--- config.mk ---
export PLATFORM = sky130hd
export DESIGN_NAME = arbitro_escritura_banco
export DESIGN_NICKNAME = d
export VERILOG_FILES = /design/src/rtl/arbitro_escritura_banco_pkg.sv /design/src/rtl/ranura_escritura.sv /design/src/rtl/arbitro_escritura_banco.sv
export SDC_FILE = /design/constraint.sdc
export NUM_CORES = 1
export LEC_CHECK = 0
export CAP_MARGIN = 0
export CORE_AREA = 3 3 68 70
export DETAILED_ROUTE_END_ITERATION = 10
export DIE_AREA = 0 0 71 73
export GPL_ROUTABILITY_DRIVEN = 0
export GPL_TIMING_DRIVEN = 0
export PLACE_DENSITY = 0.8
export REMOVE_ABC_BUFFERS = 1
export SETUP_SLACK_MARGIN = 0.3
export SYNTH_ARGS = -nofsm -noshare
export SYNTH_HDL_FRONTEND = slang
export SYNTH_SLANG_ARGS = --single-unit
--- constraint.sdc ---
create_clock -name Clk -period 1.5 [get_ports Clk]
set_input_delay 0.15 -clock Clk [delete_from_list [all_inputs] [get_ports Clk]]
set_output_delay 0.15 -clock Clk [all_outputs]
set_load 0.1 [all_outputs]
--- src/rtl/arbitro_escritura_banco_pkg.sv ---
// Shared widths and arbitration encoding for the register bank write path.
// Also holds the one-hot register decode used for pending-write tracking.
package arbitro_escritura_banco_pkg;

  localparam int DATA_W = 8;
  localparam int ADDR_W = 3;
  localparam int NREG   = 8;

  typedef enum logic {
    PRI_A = 1'b0,
    PRI_B = 1'b1
  } pri_t;

  // One-hot decode of a register address
  function automatic logic [NREG-1:0] decode_reg(input logic [ADDR_W-1:0] addr);
    decode_reg = {{(NREG-1){1'b0}}, 1'b1} << addr;
  endfunction

endpackage

--- src/rtl/ranura_escritura.sv ---
// One-entry write buffer for a single requester.
// A slot that is drained on an edge can accept a new request on that same edge.
module ranura_escritura
  import arbitro_escritura_banco_pkg::*;
(
  input  logic              clk,
  input  logic              rst,
  input  logic              req,
  input  logic [ADDR_W-1:0] addr,
  input  logic [DATA_W-1:0] dat,
  input  logic              drain,
  output logic              valid,
  output logic [ADDR_W-1:0] addr_q,
  output logic [DATA_W-1:0] dat_q,
  output logic              ack
);

  logic              valid_r;
  logic [ADDR_W-1:0] addr_r;
  logic [DATA_W-1:0] dat_r;
  logic              ack_r;
  logic              load_s;

  // Capture is allowed when the slot is empty or being emptied this edge
  always_comb begin
    load_s = req & (~valid_r | drain);
  end

  // Slot contents and one-cycle acknowledge
  always_ff @(posedge clk or posedge rst) begin
    if (rst) begin
      valid_r <= 1'b0;
      addr_r  <= {ADDR_W{1'b0}};
      dat_r   <= {DATA_W{1'b0}};
      ack_r   <= 1'b0;
    end else begin
      ack_r <= load_s;
      if (load_s) begin
        valid_r <= 1'b1;
        addr_r  <= addr;
        dat_r   <= dat;
      end else if (drain) begin
        valid_r <= 1'b0;
      end
    end
  end

  assign valid  = valid_r;
  assign addr_q = addr_r;
  assign dat_q  = dat_r;
  assign ack    = ack_r;

endmodule

--- src/rtl/arbitro_escritura_banco.sv ---
// Two-requester round-robin write arbiter feeding a single register bank port.
// Each requester has a one-entry buffer; one buffer drains per clock.
module arbitro_escritura_banco
  import arbitro_escritura_banco_pkg::*;
(
  input  logic              Clk,
  input  logic              Rst,
  input  logic              ReqA,
  input  logic [ADDR_W-1:0] AddrA,
  input  logic [DATA_W-1:0] DatA,
  input  logic              ReqB,
  input  logic [ADDR_W-1:0] AddrB,
  input  logic [DATA_W-1:0] DatB,
  output logic              AckA,
  output logic              AckB,
  output logic [DATA_W-1:0] Dat,
  output logic [ADDR_W-1:0] R_W,
  output logic              E_N,
  output logic [NREG-1:0]   Pend,
  output logic              Busy
);

  logic              valid_a_s, valid_b_s;
  logic [ADDR_W-1:0] addr_a_s, addr_b_s;
  logic [DATA_W-1:0] dat_a_s, dat_b_s;
  logic              sel_a_s, sel_b_s;
  pri_t              state_r, state_nxt_s;
  logic              e_n_r;
  logic [ADDR_W-1:0] r_w_r;
  logic [DATA_W-1:0] dat_r;
  logic [NREG-1:0]   pend_s;

  ranura_escritura u_ranura_a (
    .clk   (Clk),
    .rst   (Rst),
    .req   (ReqA),
    .addr  (AddrA),
    .dat   (DatA),
    .drain (sel_a_s),
    .valid (valid_a_s),
    .addr_q(addr_a_s),
    .dat_q (dat_a_s),
    .ack   (AckA)
  );

  ranura_escritura u_ranura_b (
    .clk   (Clk),
    .rst   (Rst),
    .req   (ReqB),
    .addr  (AddrB),
    .dat   (DatB),
    .drain (sel_b_s),
    .valid (valid_b_s),
    .addr_q(addr_b_s),
    .dat_q (dat_b_s),
    .ack   (AckB)
  );

  // Grant selection and priority hand-over
  always_comb begin
    sel_a_s     = 1'b0;
    sel_b_s     = 1'b0;
    state_nxt_s = state_r;
    case (state_r)
      PRI_A: begin
        if (valid_a_s) begin
          sel_a_s = 1'b1;
        end else begin
          sel_b_s = valid_b_s;
        end
      end
      PRI_B: begin
        if (valid_b_s) begin
          sel_b_s = 1'b1;
        end else begin
          sel_a_s = valid_a_s;
        end
      end
      default: begin
        sel_a_s = 1'b0;
        sel_b_s = 1'b0;
      end
    endcase
    if (sel_a_s) begin
      state_nxt_s = PRI_B;
    end else if (sel_b_s) begin
      state_nxt_s = PRI_A;
    end else begin
      state_nxt_s = state_r;
    end
  end

  // Priority state register
  always_ff @(posedge Clk or posedge Rst) begin
    if (Rst) begin
      state_r <= PRI_A;
    end else begin
      state_r <= state_nxt_s;
    end
  end

  // Bank port registers; address and data hold while idle
  always_ff @(posedge Clk or posedge Rst) begin
    if (Rst) begin
      e_n_r <= 1'b0;
      r_w_r <= {ADDR_W{1'b0}};
      dat_r <= {DATA_W{1'b0}};
    end else begin
      e_n_r <= sel_a_s | sel_b_s;
      if (sel_a_s) begin
        r_w_r <= addr_a_s;
        dat_r <= dat_a_s;
      end else if (sel_b_s) begin
        r_w_r <= addr_b_s;
        dat_r <= dat_b_s;
      end
    end
  end

  // Pending map: buffered writes plus the write currently on the port
  always_comb begin
    pend_s = {NREG{1'b0}};
    if (valid_a_s) begin
      pend_s = pend_s | decode_reg(addr_a_s);
    end else begin
      pend_s = pend_s;
    end
    if (valid_b_s) begin
      pend_s = pend_s | decode_reg(addr_b_s);
    end else begin
      pend_s = pend_s;
    end
    if (e_n_r) begin
      pend_s = pend_s | decode_reg(r_w_r);
    end else begin
      pend_s = pend_s;
    end
  end

  assign E_N  = e_n_r;
  assign R_W  = r_w_r;
  assign Dat  = dat_r;
  assign Pend = pend_s;
  assign Busy = valid_a_s | valid_b_s | e_n_r;

endmodule

==> key figures <==
Cells and area
  • Most common cell after layout, fill and taps aside: dfrtp_1
  • Layout cells sized above 1: 0.557
  • FILL cells: between 200 and 250
  • Antenna Cells: 0
  • Final std cells w/o fill: around 290
  • Nets: 263
  • Post-route design area: ~0.0032 mm^2
  • Area Growth Syn to Fin: 58.8%
  • Layout Utilization: 0.786
  • Commonest cells after routing, fill and taps aside: 29 x dfrtp_1, 25 x clkdlybuf4s50_1, 24 x mux2_4

Drt
  • Routed len/inst: about 20 um
  • DRC viols: 0
  • Iteration-0 DRC Markers: roughly 160
  • Drt first pass iters: 4
  • Final ANT Viol Nets: 0
  • Vias per cell: around 5.8
  • Via count: between 1500 and 2000
  • Total wire length: roughly 5.8 mm

Clock tree
  • CTS Buffer Depth: 2
  • H-tree levels: 2
  • CTS Buf Count: 5
  • Clock sinks: 39
  • Clock Latency Late Sink: between 200 and 300 ps
  • CTS tree: built
  • Root Buffer: clkbuf_8
  • Hold-fix buffers at CTS: 0
  • Clock-pin slew on the worst setup and hold paths: 80 ps

Pwr
  • VDD IR max: 0.00123 V
  • P per Cell Area: roughly 2400 mW/mm^2
  • Leak pwr: approximately 1.4 nW
  • Power Total: about 7.5 mW

Yosys
  • Synth cell types: 32
  • EDFF count, synth: 0
  • Syn Inst Count: 166
  • Post-synthesis instance area: 0.00199 mm^2
  • Async S/R FF share, synth: 1.00
  • Primary FF master, synth: dfrtp_1
  • Post-synthesis average cell area: between 10 and 15 um^2
  • FF+latch count, synth: 39
  • Register area share after synthesis: 0.489
  • Number of synthesis warnings: 0

STA
  • Final setup viols: 32
  • Hold Vio Cnt, Final: 0
  • Peak Freq: ~0.57 GHz
  • Setup_tns: -4700 ps
  • Final WS setup: -262 ps
  • Crit path time final: around 1800 ps
  • Crit share post-route: 1.17
  • Slew @ Worst Pin: 791 ps
  • Final clock skew: roughly 12 ps
  • RSZ-0062 raised after global routing: yes
  • Worst hold slack: 317 ps
  • Max Slew Vio Count: 0
  • Rel. slew slack: 0.472

GRT
  • GRT Total Usage: 0.226
  • Initial antenna violation count: 0
  • First-pass GRT wire length: 8.83 mm
  • Total gr overflow: 0
  • Number of global-route vias before repair: between 1500 and 2000
  • Largest net degree at the start of global routing: 40

Die
  • I/O pin cnt: around 50
  • DIE AREA: a little over 0.005 mm^2
  • Row cnt: 23
  • Initial core utilization: 0.495
  • Die W: between 70 and 80 um
  • Die Y-Extent: roughly 73 um
  • Total core area: about 0.004 mm^2

Placed design
  • Placed cell areas: ~0.0024 mm^2
  • Port bufs: between 40 and 50
  • DP HPWL: 2.80 mm
  • Worst slack, placed: -1320 ps
  • Placed cells: ~250

Setup path
  • Critical path fanouts, max: 4
  • CP startpoint kind: flip-flop
  • Crit. End Element: primary output
  • Worst Path Arrival: around 1600 ps
  • Critical path data required time: approximately 1400 ps
  • WS Path Type: flip-flop to primary output

Min path
  • Hold crit path type: input pin to asynchronous set/reset pin

Run
  • Max Cap Viol: 0

Status
  • Outcome: complete, but fails checks
  • Failing checks: negative setup slack
-- metal layers --
| metal | wire (um) | up-vias | GRT usage |
|---|---|---|---|
| li1 | - | 740 | - |
| met1 | 2300 | 834 | 0.251 |
| met2 | 3100 | 86 | 0.413 |
| met3 | 297 | 10 | 0.0523 |
| met4 | 104 | 0 | 0.0981 |
| met5 | 0 | - | 0 |
-- sequential cells by signal, indices dropped and copies added, names as in the netlist --
register,count
Dat,8
u_ranura_a.valid,1
u_ranura_a.ack,1
u_ranura_b.dat_q,8
E_N,1
u_ranura_a.dat_q,8
u_ranura_b.addr_q,3
u_ranura_b.valid,1
u_ranura_b.ack,1
state_r,1
R_W,3
u_ranura_a.addr_q,3
-- logic make-up after synthesis --
kind of cell / after synthesis / synth area share
AOI/OAI and AO/OA: 21 / 0.100
buffers and inverters: 17 / 0.0602
and+or+nand+nor: 58 / 0.158
muxes: 31 / 0.192
DFF: 39 / 0.489
-- critical path, stage by stage (launching register included) --
cell and delay (ps):
dfrtp_4 490, or2b_4 240, nor3b_2 40, or3_4 380, buf_12 170
-- final timing paths --
| path | slack, ps | startpoint | cells past startpoint | end |
|---|---|---|---|---|
| setup reg to reg | -210 | u_ranura_a.valid | 5 | u_ranura_b.dat_q[5] |
| max in group asynchronous | 590 | Rst | 2 | u_ranura_a.valid |
| hold reg to reg | 540 | u_ranura_a.dat_q[4] | 1 | u_ranura_a.dat_q[4] |
| hold / removal | 320 | Rst | 2 | u_ranura_a.ack |
| min in group Clk | 460 | AddrB[0] | 2 | u_ranura_b.addr_q[0] |
| setup / recovery | -260 | u_ranura_a.valid | 4 | Pend[1] |
-- cells in the mapped netlist, types with 3 or more instances --
| master | count | area share |
|---|---|---|
| dfrtp_1 | 39 | 0.49 |
| mux2_2 | 20 | 0.11 |
| nor2_1 | 18 | 0.034 |
| mux2_4 | 9 | 0.068 |
| buf_6 | 7 | 0.040 |
| o22ai_2 | 7 | 0.044 |
| nor3_1 | 6 | 0.015 |
| inv_1 | 5 | 0.0094 |
| nand2_1 | 5 | 0.0094 |
| nand4b_1 | 4 | 0.018 |
| nor3b_1 | 4 | 0.015 |
| or3_1 | 4 | 0.013 |
| buf_2 | 3 | 0.0075 |
| nand2b_1 | 3 | 0.0094 |
| nand3_1 | 3 | 0.0075 |
| o311ai_0 | 3 | 0.013 |
| or2b_1 | 3 | 0.011 |
-- report_power, final --
part	internal (mW)	switching [mW]
logic	1.83	3.06
clock network	0.361	0.361
registers	1.42	0.494
-- cell type report --
cell class	instances	area, um^2	share of cell area
Multi-Input combinational cell	113	1170	0.371
Sequential cell	39	993	0.314
Timing Repair Buffer	73	831	0.262
Clock buffer	6	82.6	0.0261
Tap cell	50	62.6	0.0198
Inverter	5	18.8	0.00593
Clock inverter	1	5.00	0.00158
-- timing repair --
| item | CTS | global route |
|---|---|---|
| gates resized for setup | 224 | 31 |
| buffers inserted | 21 | 3 |
| gates cloned | 4 | 0 |
| endpoints found under the setup margin | 61 | 52 |
| pin swaps | 17 | 14 |
Power figures use the tool's default switching activity.
